===== config.mk =====
export PLATFORM = sky130hd
export DESIGN_NAME = nibble_bus_arbiter
export DESIGN_NICKNAME = d
export VERILOG_FILES = /design/src/rtl/sisc_arb_pkg.sv /design/src/rtl/mux4.sv /design/src/rtl/rr_priority_pick.sv /design/src/rtl/nibble_bus_arbiter.sv
export SDC_FILE = /design/constraint.sdc
export NUM_CORES = 1
export LEC_CHECK = 0
export CELL_PAD_IN_SITES_DETAIL_PLACEMENT = 1
export CELL_PAD_IN_SITES_GLOBAL_PLACEMENT = 1
export CORE_MARGIN = 2
export CORE_UTILIZATION = 28
export CTS_BUF_LIST = sky130_fd_sc_hd__clkbuf_8
export DETAILED_ROUTE_END_ITERATION = 6
export GPL_TIMING_DRIVEN = 0
export PLACE_DENSITY_LB_ADDON = 0.12
export SETUP_SLACK_MARGIN = 0.4
export SLEW_MARGIN = 20
export SYNTH_ARGS = -nofsm -noshare
export SYNTH_HDL_FRONTEND = slang
export SYNTH_SLANG_ARGS = --single-unit

===== constraint.sdc =====
create_clock -name clk -period 4.1 [get_ports clk]
set_input_delay 0.615 -clock clk [delete_from_list [all_inputs] [get_ports clk]]
set_output_delay 0.615 -clock clk [all_outputs]
set_load 0.01 [all_outputs]

===== src/rtl/sisc_arb_pkg.sv =====
// Shared constants and types for the SISC result-bus arbiter.
package sisc_arb_pkg;

   localparam int unsigned NREQ_DFLT      = 4;
   localparam int unsigned DW_DFLT        = 4;
   localparam int unsigned MAX_BURST_DFLT = 4;
   localparam int unsigned SRC_W          = 2;
   localparam int unsigned BCNT_W         = 4;

   typedef enum logic [0:0] {
      IDLE = 1'b0,
      BUSY = 1'b1
   } arb_state_e;

   // Source of the next bus_data value.
   typedef enum logic [1:0] {
      DSEL_HOLD  = 2'd0,
      DSEL_OWNER = 2'd1,
      DSEL_WIN   = 2'd2
   } dsel_e;

   function automatic logic [SRC_W-1:0] next_idx(input logic [SRC_W-1:0] idx);
      return idx + SRC_W'(1);
   endfunction

endpackage


===== src/rtl/mux4.sv =====
// Generic 4:1 select cell used to build the bus select trees.
module mux4 #(
   parameter int unsigned W = 4
) (
   input  logic [W-1:0] d0,
   input  logic [W-1:0] d1,
   input  logic [W-1:0] d2,
   input  logic [W-1:0] d3,
   input  logic [1:0]   sel,
   output logic [W-1:0] y
);

   always_comb begin
      case (sel)
         2'd0:    y = d0;
         2'd1:    y = d1;
         2'd2:    y = d2;
         default: y = d3;
      endcase
   end

endmodule


===== src/rtl/rr_priority_pick.sv =====
// Round-robin picker: first set request scanning from ptr upward, modulo 4.
module rr_priority_pick
   import sisc_arb_pkg::*;
(
   input  logic [3:0]       req,
   input  logic [SRC_W-1:0] ptr,
   output logic             any,
   output logic [SRC_W-1:0] winner
);

   logic [3:0]       rot;
   logic [SRC_W-1:0] off;

   // Rotate so bit 0 is the highest-priority requester, then take the lowest set bit.
   always_comb begin
      rot = 4'({req, req} >> ptr);
      off = '0;
      for (int i = 3; i >= 0; i--) begin
         if (rot[i]) off = SRC_W'(i);
      end
   end

   assign any    = |req;
   assign winner = ptr + off;

endmodule


===== src/rtl/nibble_bus_arbiter.sv =====
// Round-robin arbiter and sequencer for the shared 4-bit SISC result bus,
// with per-requester burst lock and consumer backpressure.
module nibble_bus_arbiter
   import sisc_arb_pkg::*;
#(
   parameter int unsigned NREQ      = NREQ_DFLT,
   parameter int unsigned DW        = DW_DFLT,
   parameter int unsigned MAX_BURST = MAX_BURST_DFLT
) (
   input  logic                 clk,
   input  logic                 rst_f,
   input  logic [NREQ-1:0]      req,
   input  logic [NREQ-1:0]      lock,
   input  logic [NREQ*DW-1:0]   data_in,
   output logic [NREQ-1:0]      gnt,
   output logic [NREQ-1:0]      ack,
   output logic [DW-1:0]        bus_data,
   output logic [SRC_W-1:0]     bus_src,
   output logic                 bus_valid,
   input  logic                 bus_ready
);

   arb_state_e        state, state_nxt;
   logic [SRC_W-1:0]  ptr, ptr_nxt;
   logic [BCNT_W-1:0] bcnt, bcnt_nxt;
   logic [NREQ-1:0]   gnt_nxt;
   logic [SRC_W-1:0]  src_nxt;
   logic              valid_nxt;
   dsel_e             dsel;

   logic              hs;
   logic              owner_hold;
   logic              burst_ok;
   logic              burst_cont;
   logic              burst_cut;
   logic              others;
   logic [NREQ-1:0]   pick_req;
   logic [SRC_W-1:0]  pick_ptr;
   logic              any;
   logic [SRC_W-1:0]  win;
   logic [NREQ-1:0]   win_oh;
   logic [DW-1:0]     win_data;
   logic [DW-1:0]     own_data;
   logic [DW-1:0]     data_nxt;

   // Handshake and burst decisions, all based on the registered owner.
   assign hs         = bus_valid & bus_ready;
   assign owner_hold = lock[bus_src] & req[bus_src];
   assign burst_ok   = bcnt < BCNT_W'(MAX_BURST);
   assign burst_cont = hs & owner_hold & burst_ok;
   assign burst_cut  = hs & owner_hold & ~burst_ok;
   assign others     = |(req & ~gnt);

   // A cut burst yields to any other requester; a lone one may be re-granted.
   assign pick_req = (burst_cut & others) ? (req & ~gnt) : req;
   assign pick_ptr = (state == BUSY) ? next_idx(bus_src) : ptr;

   rr_priority_pick u_pick (
      .req    (pick_req),
      .ptr    (pick_ptr),
      .any    (any),
      .winner (win)
   );

   assign win_oh = NREQ'(1) << win;

   // First level: requester data by picker winner and by current owner.
   mux4 #(.W(DW)) u_mux_win (
      .d0  (data_in[0*DW +: DW]),
      .d1  (data_in[1*DW +: DW]),
      .d2  (data_in[2*DW +: DW]),
      .d3  (data_in[3*DW +: DW]),
      .sel (win),
      .y   (win_data)
   );

   mux4 #(.W(DW)) u_mux_own (
      .d0  (data_in[0*DW +: DW]),
      .d1  (data_in[1*DW +: DW]),
      .d2  (data_in[2*DW +: DW]),
      .d3  (data_in[3*DW +: DW]),
      .sel (bus_src),
      .y   (own_data)
   );

   // Second level: hold, burst-continue or new-winner data.
   mux4 #(.W(DW)) u_mux_bus (
      .d0  (bus_data),
      .d1  (own_data),
      .d2  (win_data),
      .d3  (bus_data),
      .sel (dsel),
      .y   (data_nxt)
   );

   always_ff @(posedge clk or negedge rst_f) begin
      if (!rst_f) state <= IDLE;
      else        state <= state_nxt;
   end

   always_comb begin
      state_nxt = state;
      case (state)
         IDLE:    if (any) state_nxt = BUSY;
         BUSY:    if (hs && !burst_cont && !any) state_nxt = IDLE;
         default: state_nxt = IDLE;
      endcase
   end

   always_comb begin
      gnt_nxt   = gnt;
      src_nxt   = bus_src;
      valid_nxt = bus_valid;
      bcnt_nxt  = bcnt;
      ptr_nxt   = ptr;
      dsel      = DSEL_HOLD;
      case (state)
         IDLE: begin
            if (any) begin
               gnt_nxt   = win_oh;
               src_nxt   = win;
               valid_nxt = 1'b1;
               bcnt_nxt  = BCNT_W'(1);
               dsel      = DSEL_WIN;
            end
         end
         BUSY: begin
            if (hs) begin
               ptr_nxt = next_idx(bus_src);
               if (burst_cont) begin
                  bcnt_nxt = bcnt + BCNT_W'(1);
                  dsel     = DSEL_OWNER;
               end else if (any) begin
                  gnt_nxt  = win_oh;
                  src_nxt  = win;
                  bcnt_nxt = BCNT_W'(1);
                  dsel     = DSEL_WIN;
               end else begin
                  gnt_nxt   = '0;
                  valid_nxt = 1'b0;
                  bcnt_nxt  = '0;
               end
            end
         end
         default: ;
      endcase
   end

   always_ff @(posedge clk or negedge rst_f) begin
      if (!rst_f) begin
         gnt       <= '0;
         bus_src   <= '0;
         bus_data  <= '0;
         bus_valid <= 1'b0;
         ptr       <= '0;
         bcnt      <= '0;
      end else begin
         gnt       <= gnt_nxt;
         bus_src   <= src_nxt;
         bus_data  <= data_nxt;
         bus_valid <= valid_nxt;
         ptr       <= ptr_nxt;
         bcnt      <= bcnt_nxt;
      end
   end

   // Accept pulse goes to the owner in the handshake cycle only.
   assign ack = hs ? gnt : '0;

endmodule

**Word-level counts from Yosys, hierarchy flattened**

Cells that the tools add are included.

- Add/subtract/negate cells: 3
- $mul: 0
- Divide/modulo/power cells: 0
- Order comparisons: 2
- Equal/unequal tests: 10
- Shift-type cells: 2
- Multiplexer cells: 40
- Bitwise logic cells: 10
- Reduce and logical (&&, ||, !) cells: 14

Operator list:

| kind | number |
|---|---|
| 4-bit two-way mux | 9 |
| 4-bit one-hot mux with 2 select lines | 3 |
| 4-bit one-hot mux with 3 select lines | 2 |
| 2-bit two-way mux | 11 |
| 1-bit two-way mux | 9 |
| 2-bit one-hot mux with 2 select lines | 2 |
| 4-bit OR reduction | 2 |
| 8-bit by 2-bit >> shifter with 4-bit output | 1 |
| 1-bit bitwise AND | 6 |
| 2-bit by 1-bit equality test with 1-bit output, second input constant | 3 |
| 2-bit equality test, second input constant | 3 |
| 2-bit inequality test, second input constant | 3 |
| 2-bit AND reduction | 3 |
| 4-bit by 1-bit adder with 4-bit output, second input constant | 1 |
| 4-bit bitwise AND | 1 |
| 1-bit binary-select mux with 2-bit select | 2 |
| 2-bit logical NOT | 2 |
| 4-bit by 3-bit < comparator with 1-bit output, second input constant | 1 |
| 4-bit NOT | 1 |
| 1-bit one-hot mux with 2 select lines | 2 |
| 4-bit AND reduction | 1 |
| 1-bit by 2-bit << shifter with 4-bit output, first input constant | 1 |
| 2-bit by 3-bit < comparator with 1-bit output, second input constant | 1 |
| 3-bit AND reduction | 1 |
| other kinds (7) | 10 |

- Flip-flop bits (word level): 18
- Bits in latches: 0
- RAM bits: 0
- Bits in read-only memories: 0
- Input port bits: 27
- Output and inout bits: 15
- Word-level logic and storage cells: 88
- Memories kept: 0

**Logic depth before layout (Yosys ltp)**

Gate-level depths: netlist of the first run.

- Depth after elaboration: 18
- Mapped depth: 15
- Gate-level depth less buffers: 13

**Hierarchy**

Synthesis of the first run repeated with hierarchy kept, for this count alone.

- Cells, all modules: 150
- Area total of the unflattened synthesis: 1595.3 um^2

Modules (own cells, without submodules):

| module | instances | cells each | area an instance (um^2) | sequential area each (um^2) |
|---|---|---|---|---|
| nibble_bus_arbiter | 1 | 111 | 1101.1 | 450.4 |
| mux4 | 3 | 4 | 105.1 | 0.0 |
| rr_priority_pick | 1 | 27 | 178.9 | 0.0 |

**Worst setup path after synthesis of the first run**

OpenSTA, ideal clock, no wires.

- Kind: input to register
- Start: input port req[0]
- End: register bus_data[0]
- Setup time: 0.087 ns
- Arrival: 3.663 ns
- Required time: 4.013 ns
- Path slack: 0.350 ns
- Stages: 13
- Path buffers: 1
- Cells stage by stage: nand2_1 -> mux4_2 -> nor4_1 -> o21ai_0 -> nand2_1 -> inv_1 -> ha_1 -> clkbuf_1 -> nor3b_1 -> nand2_1 -> nor3_1 -> a31oi_1 -> o211ai_1

- Word-level cells in the longest chain between the ends: 16
- Elaborated cells between the ends (all ways): 29
- Classes of those cells: add/sub: 1; eq/ne: 4; shift: 1; mux: 13; bitwise: 6; reduce/logical: 4

Ends and longest elaborated chain:

| what | RTL line | text |
|---|---|---|
| from (decl) | nibble_bus_arbiter.sv:12 | `input logic [NREQ-1:0] req,` |
| 1-bit binary-select mux with 2-bit select | nibble_bus_arbiter.sv:48 | `assign owner_hold = lock[bus_src] & req[bus_src];` |
| 1-bit two-way mux (not written as such) | nibble_bus_arbiter.sv:48 |  |
| 1-bit bitwise AND | nibble_bus_arbiter.sv:48 |  |
| 1-bit bitwise AND | nibble_bus_arbiter.sv:50, nibble_bus_arbiter.sv:51 |  |
| 1-bit bitwise AND | nibble_bus_arbiter.sv:51 | `assign burst_cut = hs & owner_hold & ~burst_ok;` |
| 1-bit bitwise AND | nibble_bus_arbiter.sv:55 | `assign pick_req = (burst_cut & others) ? (req & ~gnt) : req;` |
| 4-bit two-way mux | nibble_bus_arbiter.sv:55 |  |
| 8-bit by 2-bit >> shifter with 4-bit output | rr_priority_pick.sv:16 | `rot = 4'({req, req} >> ptr);` |
| 2-bit two-way mux (4 in a row) | rr_priority_pick.sv:19 | `if (rot[i]) off = SRC_W'(i);` |
| 2-bit adder | rr_priority_pick.sv:24 | `assign winner = ptr + off;` |
| 2-bit equality test (tied with other cells) | mux4.sv:14 | `case (sel)` |
| 4-bit one-hot mux with 3 select lines | mux4.sv:14 |  |
| 4-bit one-hot mux with 2 select lines | mux4.sv:14 |  |
| to (signal assigned) | nibble_bus_arbiter.sv:160 | `bus_data <= data_nxt;` |
| to (decl) | nibble_bus_arbiter.sv:17 | `output logic [DW-1:0] bus_data,` |

Parallel ways exist; a longest one is shown, timed or not. The select of a mux whose other input is x is not followed.
A chain may end at the register's enable or synchronous reset.

**Final worst setup path of the first run**

- Start: input port lock[2]
- End: register bus_data[2]

- Word-level cells in the longest chain between the ends: 16
- Elaborated cells between the ends (all ways): 27
- Classes of those cells: add/sub: 1; eq/ne: 4; shift: 1; mux: 13; bitwise: 5; reduce/logical: 3

Ends and longest elaborated chain:

| what | RTL line | text |
|---|---|---|
| from (decl) | nibble_bus_arbiter.sv:13 | `input logic [NREQ-1:0] lock,` |
| 1-bit binary-select mux with 2-bit select (*) | nibble_bus_arbiter.sv:48 |  |
| 1-bit two-way mux (not written as such) (*) | nibble_bus_arbiter.sv:48 |  |
| 1-bit bitwise AND (*) | nibble_bus_arbiter.sv:48 |  |
| 1-bit bitwise AND (*) | nibble_bus_arbiter.sv:50, nibble_bus_arbiter.sv:51 |  |
| 1-bit bitwise AND | nibble_bus_arbiter.sv:51 |  |
| 1-bit bitwise AND | nibble_bus_arbiter.sv:55 |  |
| 4-bit two-way mux | nibble_bus_arbiter.sv:55 |  |
| 8-bit by 2-bit >> shifter with 4-bit output | rr_priority_pick.sv:16 |  |
| 2-bit two-way mux (4 in a row) | rr_priority_pick.sv:19 |  |
| 2-bit adder | rr_priority_pick.sv:24 |  |
| 2-bit equality test (tied with other cells) | mux4.sv:14 |  |
| 4-bit one-hot mux with 3 select lines | mux4.sv:14 |  |
| 4-bit one-hot mux with 2 select lines | mux4.sv:14 |  |

Every way passes the cells marked *; elsewhere a longest branch is shown, timed or not. The select of a mux whose other input is x is not followed.

==> impl_metrics.tcl, run 1 <==
set metrics [dict create \
    drc 0 \
    drtPass1Iterations 4 \
    dp_hpwl_um 3990 \
    min_period_ns 3.56 \
    grt_start_max_net_pins 19 \
    avgSynthCellArea_um2 8.67 \
    insertedDiodeCount 0 \
    initial_core_util_pct 28.9 \
    p_leak_nw 0.990 \
    p_per_area_nw_per_um2 771 \
    rsz0062_at_grt "false" \
    synth_compound_area_share_pct 28.9 \
    slew_violations 0 \
    ys_warn_count 0 \
    drive_gt1_share_pct 29.6 \
    cap_viol_max_count 0 \
    worstPathMaxFanout 6 \
    nets 275 \
    min_period_over_period_pct 86.8 \
    r2r-end "bus_data[2]" \
    ios 42 \
    whs_endpoint "ptr[0]" \
    die_w_um 76.6 \
    synth_top_family_by_area "compound AO/OA/AOI/OAI gates" \
    groute.usage.overall_pct 19.1 \
    dpl_worst_slack_ns -0.927 \
    busiest_layer "met2" \
    met2_usage_pct 34.9 \
    clk-insertion-delay-late_ns 0.26 \
    vdd_ir_drop_max_mv 0.385 \
    die_h_um 76.6 \
    cts_buffers 3 \
    synth_seq_cells 18 \
    end_kind "flop" \
    relSlewSlack_pct 40.2 \
    layout_commonest_cell "clkdlybuf4s50_1" \
    post-route-util_pct 47.2 \
    synth_xor_area_share_pct 0.594 \
    antenna_left 0 \
    reg2regPathDepth 16 \
    num_vias 1623 \
    design.core.area_um2 5110 \
    grt_pass1_wl_um 8980 \
    final_cell_mix "clkdlybuf4s50_1 (32), nand2_1 (27), buf_4 (23)" \
    overflow 0 \
    hold_violations 0 \
    hold_path_depth 2 \
    wl_per_cell_um 17.9 \
    synthFlopType "dfrtp_1" \
    synth_edf_count 0 \
    antenna_found_initial 0 \
    synth.cell_area_um2 1470 \
    io_buffers 41 \
    cts-hold-fix-buffers 0 \
    r2r-start "bus_src[1]" \
    synth-simple-area-share_pct 21.7 \
    synth_nets 204 \
    status "finished, final reports clean" \
    finalWeightedCongestion 0.880 \
    hp-class "flop to flop" \
    wl_um 5560 \
    fin_ws_ns 0.540 \
    path_clk_slew_ns 0.07 \
    clock_skew_ns 0.00940 \
    critPathKind "primary input to flop" \
    yosysSeqAreaShare_pct 30.6 \
    grt_use_met1_pct 23.6 \
    drt-initial-drc-count 94 \
    first_global_vias 1734 \
    worst_pin_slew_ns 0.888 \
    cp_slowest_cell "mux4_2" \
    htree_levels 1 \
    synthMuxAreaShare_pct 7.89 \
    clockBufferDepth 2 \
    worstSetupStartpointType "primary input" \
    core.rowCount 26 \
    setup_viol 0 \
    cts_root_buf "clkbuf_8" \
    drt-vias-per-instance 5.24 \
    timing.reg2reg.setup_slack_ns 0.57 \
    async_reset_ff_share_pct 100 \
    arrival_ns 3.68 \
    cts_tree "built" \
    crit_chain "clkdlybuf4s15_1 -> nand2_1 -> mux4_2 -> o31a_1 -> nor2_4 -> o22ai_2 -> a32oi_1 -> o21ai_1 -> ha_2 -> xnor2_4 -> and3_4 -> or2_1 -> buf_6 -> buf_12 -> buf_8 -> mux2i_2 -> o211ai_1" \
    synthCells 170 \
    syn_to_final_growth_pct 63.6 \
    clock_sink_count 18 \
    die_area_um2 5860 \
    fmax_mhz 281 \
    yosysUniqueCellTypes 44 \
    slowest_delay_ns 0.52 \
    cp.required_ns 4.22 \
    grt_use_met3_pct 2.84 \
    synthAdderAreaFrac_pct 5.94 \
    hp-start "ptr[0]" \
]
[layer usage]
metal	up-vias	share of wire (%)	wire length, um
li1	789	-	-
met1	814	44	2450
met4	0	0.56	31
met3	4	2.1	116
met5	-	0	0
met2	16	53	2960
[flip-flops by register name (all words and copies together), names as in the netlist]
signal     cells
bus_src        2
bus_valid      1
bus_data       4
ptr            2
state          1
gnt            4
bcnt           4
[synth_stat cells, types with 4 or more instances]
cell type,instances,area [um^2]
nand2_1,28,105
inv_1,5,18.8
nor2_1,14,52.6
dfrtp_1,18,450
clkbuf_1,4,15.0
a21oi_1,10,50.1
a222oi_1,4,40.0
o21ai_0,9,45.0
nor3_1,10,50.1
o211ai_1,4,30.0
ha_1,7,87.6
and3_1,4,25.0
a31oi_1,4,25.0
mux2i_1,6,60.1
[worst max-delay path by stage]
stage | end | startpoint | slack [ns]
after floorplan | bus_data[0] | req[0] | 0.51
after global placement | bus_data[3] | req[1] | -0.70
after detailed placement | bus_data[3] | req[2] | -0.93
after CTS | bus_data[2] | req[0] | 0.42
after global routing | bus_data[2] | req[2] | 0.37
final | bus_data[2] | lock[2] | 0.54
[critical path, delay by kind of cell]
| kind | cells | cell delay (ns) |
|---|---|---|
| and+or+nand+nor | 4 | 0.58 |
| adders and majority gates | 1 | 0.23 |
| buffers and inverters | 4 | 0.56 |
| muxes | 2 | 0.68 |
| AOI/OAI and AO/OA | 5 | 0.86 |
| xor gates and xnor gates | 1 | 0.16 |
[logic make-up (layout without fill, tap and decap cells)]
| group | Yosys count | after routing |
|---|---|---|
| mux | 10 | 10 |
| compound gates | 54 | 54 |
| fa+ha+maj | 7 | 7 |
| xor+xnor | 1 | 1 |
| buf+inv | 11 | 81 |
| simple gates | 69 | 69 |
| flops | 18 | 18 |
[repair_timing]
item                                    CTS  global route
pin swaps                                21            10
resized for setup                        43            31
setup buffers                            18             7
cloned                                    0             0
endpoints found under the setup margin    9             9
[report_power, final]
| group | leakage (nW) | switching, mW | total (mW) | internal [mW] |
|---|---|---|---|---|
| Sequential | 0.221 | 0.0655 | 0.311 | 0.246 |
| Combinational | 0.741 | 0.679 | 1.40 | 0.725 |
| Clock | 0.0288 | 0.0586 | 0.144 | 0.0853 |
[per-stage QoR]
| step | cells | total power [mW] | area (um^2) | hold slack [ns] | TNS [ns] |
|---|---|---|---|---|---|
| floorplan | 170 | 0.962 | 1480 | 0.319 | 0 |
| global placement | 281 | 1.24 | 1980 | 0.466 | -2.85 |
| detailed placement | 281 | 1.27 | 1980 | 0.491 | -3.93 |
| CTS | 303 | 1.77 | 2350 | 0.508 | 0 |
| global route | 310 | 1.99 | 2410 | 0.536 | 0 |
| finish | 310 | 1.86 | 2410 | 0.500 | 0 |
[layout make-up]
| cell class | instances | area, um^2 |
|---|---|---|
| Buffer | 6 | 50.0 |
| Tap cell | 70 | 87.6 |
| Timing Repair Buffer | 66 | 601 |
| Clock buffer | 4 | 55.1 |
| Fill cell | 609 | 2700 |
| Inverter | 5 | 18.8 |
| Multi-Input combinational cell | 141 | 1150 |
| Sequential cell | 18 | 452 |
(Power assumes the default switching activity.)
==> run 2: changes to the inputs <==
--- a/config.mk
+++ b/config.mk
@@ -7,14 +7,12 @@
 export LEC_CHECK = 0
 export CELL_PAD_IN_SITES_DETAIL_PLACEMENT = 1
 export CELL_PAD_IN_SITES_GLOBAL_PLACEMENT = 1
-export CORE_MARGIN = 2
 export CORE_UTILIZATION = 28
 export CTS_BUF_LIST = sky130_fd_sc_hd__clkbuf_8
 export DETAILED_ROUTE_END_ITERATION = 6
-export GPL_TIMING_DRIVEN = 0
 export PLACE_DENSITY_LB_ADDON = 0.12
 export SETUP_SLACK_MARGIN = 0.4
-export SLEW_MARGIN = 20
+export SLEW_MARGIN = 10
 export SYNTH_ARGS = -nofsm -noshare
 export SYNTH_HDL_FRONTEND = slang
 export SYNTH_SLANG_ARGS = --single-unit
==> impl_metrics.tcl, run 2 (same netlist as run 1, synthesis figures left out) <==
set metrics [dict create \
    status "finished, final reports clean" \
    wl_um 5230 \
    intPower_mw 0.877 \
    min_period_over_period_pct 86.2 \
    reg2regPathDepth 13 \
    min_period_ns 3.54 \
    initial_core_util_pct 29.0 \
    timing.reg2reg.setup_slack_ns 0.67 \
    antenna_left 0 \
    end_kind "flop" \
    power_frac_seq_pct 20.3 \
    final_cells 305 \
    fmax_mhz 283 \
    cap_viol_max_count 0 \
    hp-class "flop to flop" \
    dp_hpwl_um 4130 \
    timing.critical_path.from "bus_ready" \
    grt_pass1_wl_um 8240 \
    critPathKind "primary input to flop" \
    cts_root_buf "clkbuf_8" \
    tns_ns 0 \
    ios 42 \
    swShare_pct 44.2 \
    dp.cells 292 \
    relSlewSlack_pct 43.0 \
    fillCellCount 605 \
    worstSetupStartpointType "primary input" \
    clockBufferDepth 2 \
    overflow 0 \
    power_mw 1.57 \
    top_regs "bcnt: 4 flops, bus_data: 4 flops, gnt: 4 flops" \
    drc 0 \
    finalWeightedCongestion 0.887 \
    dpl_worst_slack_ns -0.0815 \
    drt-vias-per-instance 5.21 \
    syn_to_final_growth_pct 58.0 \
    hold_ws_ns 0.487 \
    post-route-util_pct 45.9 \
    vdd_ir_drop_max_mv 0.289 \
    crit_end "bus_data[0]" \
    slew_violations 0 \
    worstPathMaxFanout 7 \
    nets 270 \
    design.core.area_um2 5070 \
    final_cell_mix "clkdlybuf4s50_1 (33), nand2_1 (28), buf_4 (22)" \
    rsz0062_at_grt "false" \
    insertedDiodeCount 0 \
    r2r-start "bus_src[1]" \
    clk-insertion-delay-late_ns 0.25 \
    cts_tree "built" \
    cp.required_ns 4.21 \
    p_leak_nw 1.02 \
    drive_gt1_share_pct 24.7 \
    core.rowCount 26 \
    drtPass1Iterations 4 \
    die_h_um 74.6 \
    drt-initial-drc-count 72 \
    path_clk_slew_ns 0.07 \
    die_area_um2 5560 \
    groute.usage.overall_pct 19.5 \
    arrival_ns 3.65 \
    wl_per_cell_um 17.2 \
    postPlaceCellArea_um2 2060 \
    r2r-end "bus_data[0]" \
    p_per_area_nw_per_um2 675 \
    htree_levels 1 \
    netSwitchingPower_mw 0.694 \
    fin_ws_ns 0.564 \
    clock_skew_ns 0.00360 \
    cts_buffers 3 \
    first_global_vias 1643 \
    num_vias 1590 \
    ff_latch_area_um2 450 \
    worst_pin_slew_ns 0.852 \
    antenna_found_initial 0 \
    layout_commonest_cell "clkdlybuf4s50_1" \
    fin_area_um2 2330 \
    cts-hold-fix-buffers 0 \
    hold_path_depth 2 \
    setup_viol 0 \
    multi_input_area_um2 1080 \
    io_buffers 41 \
    grt_start_max_net_pins 19 \
    die_w_um 74.6 \
    power_frac_clock_pct 9.0 \
    p_comb_share_pct 70.7 \
    clock_sink_count 18 \
    hold_violations 0 \
]
==> run 2: repair_timing <==
item                                    in CTS  in global routing
endpoints found under the setup margin       9                  9
setup buffers                                5                  4
endpoints found under the hold margin        0                  0
pin swaps                                    6                 13
resized for setup                            6                 29
==> run 2: critical path: stages <==
cell and delay [ns]:
clkdlybuf4s50_1 0.56, o211a_1 0.26, nand2_1 0.08, o31a_1 0.38
nor2_4 0.16, o22ai_2 0.08, a32oi_1 0.17, o21ai_1 0.09
ha_2 0.21, xnor2_2 0.15, and3_4 0.19, or2_4 0.26
a31oi_1 0.30, o211ai_1 0.13
==> run 2: layer usage <==
metal  up-vias  GRT usage (%)  routed length, um
li1        776              -                  -
met1       798           27.3               2420
met2        14           32.4               2710
met3         2           2.03                 73
met4         0           4.61                 25
met5         -              0                  0
==> run 2: worst min path at each step <==
stage / to / startpoint
6_report: ptr[0] / ptr[0]
3_5_place_dp: ptr[0] / ptr[0]
3_3_place_gp: ptr[0] / ptr[0]
2_1_floorplan: bcnt[0] / rst_f
5_1_grt: ptr[0] / ptr[0]
4_1_cts: ptr[0] / ptr[0]
==> run 2: power by group through the flow <==
stage	clock [mW]	combinational (mW)	sequential [mW]
after floorplan	0	0.646	0.317
after global placement	0	0.900	0.315
after detailed placement	0	0.931	0.320
after CTS	0.147	1.00	0.317
after global routing	0.156	1.21	0.328
final	0.142	1.11	0.319
==> run 2: layout make-up <==
type | count | area share [%]
inverter | 5 | 0.806
timing repair buffer | 67 | 27.5
multi-input combinational | 141 | 46.2
tap | 70 | 3.76
sequential | 18 | 19.3
clock buffer | 4 | 2.36
==> run 3: changes to the inputs <==
--- a/config.mk
+++ b/config.mk
@@ -7,11 +7,13 @@
 export LEC_CHECK = 0
 export CELL_PAD_IN_SITES_DETAIL_PLACEMENT = 1
 export CELL_PAD_IN_SITES_GLOBAL_PLACEMENT = 1
+export CORE_MARGIN = 1.5
 export CORE_UTILIZATION = 28
 export CTS_BUF_LIST = sky130_fd_sc_hd__clkbuf_8
 export DETAILED_ROUTE_END_ITERATION = 6
 export PLACE_DENSITY_LB_ADDON = 0.12
 export SETUP_SLACK_MARGIN = 0.4
+export SKIP_LAST_GASP = 1
 export SLEW_MARGIN = 10
 export SYNTH_ARGS = -nofsm -noshare
 export SYNTH_HDL_FRONTEND = slang
==> impl_metrics.tcl, run 3 (same netlist as run 1, synthesis figures left out) <==
set metrics [dict create \
    status "finished, final reports clean" \
    min_period_over_period_pct 87.1 \
    grt_start_max_net_pins 19 \
    clockBufferDepth 2 \
    groute.usage.overall_pct 19.2 \
    hold_ws_ns 0.507 \
    drc 0 \
    relSlewSlack_pct 46.1 \
    io_buffers 41 \
    htree_levels 1 \
    clock_skew_ns 0.00127 \
    cp.required_ns 4.26 \
    hp-class "flop to flop" \
    finalWeightedCongestion 0.843 \
    clock_sink_count 18 \
    layout_commonest_cell "clkdlybuf4s50_1" \
    worst_pin_slew_ns 0.805 \
    wl_per_cell_um 18.3 \
    hold_path_depth 2 \
    hold_violations 0 \
    num_vias 1644 \
    p_leak_nw 1.06 \
    drtPass1Iterations 6 \
    cts_root_buf "clkbuf_8" \
    tns_ns 0 \
    cts-hold-fix-buffers 0 \
    dp_hpwl_um 4290 \
    antenna_left 0 \
    grt_use_met1_pct 26.5 \
    min_period_ns 3.57 \
    path_clk_slew_ns 0.07 \
    overflow 0 \
    met2_usage_pct 33.5 \
    postPlaceCellArea_um2 2060 \
    final_cell_mix "clkdlybuf4s50_1 (32), buf_4 (30), nand2_1 (28)" \
    wl_um 5710 \
    end_kind "flop" \
    insertedDiodeCount 0 \
    clk-insertion-delay-late_ns 0.25 \
    post-route-util_pct 47.2 \
    top_regs "bcnt: 4 flops, bus_data: 4 flops, gnt: 4 flops" \
    dp.cells 292 \
    cts_buffers 3 \
    first_global_vias 1608 \
    drt-initial-drc-count 96 \
    busiest_layer "met2" \
    p_per_area_nw_per_um2 721 \
    die_h_um 75.6 \
    critPathKind "flop to flop" \
    syn_to_final_growth_pct 62.4 \
    grt_use_met3_pct 1.72 \
    vdd_ir_drop_max_mv 0.301 \
    fin_area_um2 2390 \
    cts_tree "built" \
    worstSetupStartpointType "flop" \
    die_w_um 75.6 \
    ios 42 \
    setup_viol 0 \
    antenna_found_initial 0 \
    core.rowCount 26 \
    worstPathMaxFanout 7 \
    final_cells 312 \
    arrival_ns 3.73 \
    fillCellCount 616 \
    design.core.area_um2 5070 \
    reg2regPathDepth 14 \
    cap_viol_max_count 0 \
    nets 277 \
    initial_core_util_pct 29.0 \
    fmax_mhz 280 \
    slew_violations 0 \
    drt-vias-per-instance 5.27 \
    grt_pass1_wl_um 8220 \
    rsz0062_at_grt "false" \
    drive_gt1_share_pct 27.3 \
    die_area_um2 5710 \
]
run 3: changes by cell type in the layout (fill, tap and decap cells not counted), sizes merged:
cell	before	now
buf	26	33
dlymetal6s2s	8	9
clkdlybuf4s50	33	32
run 3: worst paths after layout:
| kind | end | from | slack, ns |
|---|---|---|---|
| worst min-delay path | ptr[0] | ptr[0] | 0.51 |
| worst max-delay path | bus_data[3] | bus_src[1] | 0.53 |
| worst max register to register | bus_data[3] | bus_src[1] | 0.53 |
| worst min register to register | ptr[0] | ptr[0] | 0.51 |
| max in group asynchronous | ptr[1] | rst_f | 2.77 |
| min in group asynchronous | bcnt[3] | rst_f | 0.83 |
run 3: what timing repair did:
item | in CTS | in global routing
pin swaps | 7 | 12
resized for setup | 5 | 30
setup buffers | 7 | 9
endpoints found under the setup margin | 7 | 9
run 3: report_power, final:
group	leakage (nW)	switching, mW	internal, mW	total, mW
registers	0.222	0.0681	0.245	0.313
clock network	0.0288	0.0562	0.0851	0.141
logic	0.809	0.615	0.657	1.27
run 3: critical path: stages (launching register included):
cell	delay, ns
dfrtp_1	0.45
inv_2	0.12
mux4_2	0.59
o31a_1	0.45
nor2_4	0.18
o22ai_2	0.09
a32oi_1	0.18
o21ai_1	0.10
ha_2	0.21
xnor2_2	0.14
and3_4	0.16
or2_4	0.29
buf_6	0.13
mux2i_4	0.17
o211ai_1	0.21
run 3: layer usage:
| layer | wire length [um] | part of all wire (%) | vias up |
|---|---|---|---|
| met1 | 2580 | 45 | 830 |
| li1 | - | - | 792 |
| met5 | 0 | 0 | - |
| met2 | 2990 | 52 | 20 |
| met3 | 113 | 2.0 | 2 |
| met4 | 21 | 0.37 | 0 |
run 3: per-stage QoR:
step / setup slack (ns) / total power, mW
floorplan: 0.507 / 0.962
global placement: 0.129 / 1.21
detailed placement: -0.0108 / 1.25
CTS: 0.402 / 1.44
global route: 0.376 / 1.85
finish: 0.530 / 1.73
run 3: area by class of cell:
type	count	area, um^2	area share, %
flip-flops and latches	18	450	18.8
multi-input cells	141	1090	45.5
well taps	70	87.6	3.66
clock buffers	4	55.1	2.30
inverters	5	18.8	0.784
repair buffers	74	692	28.9
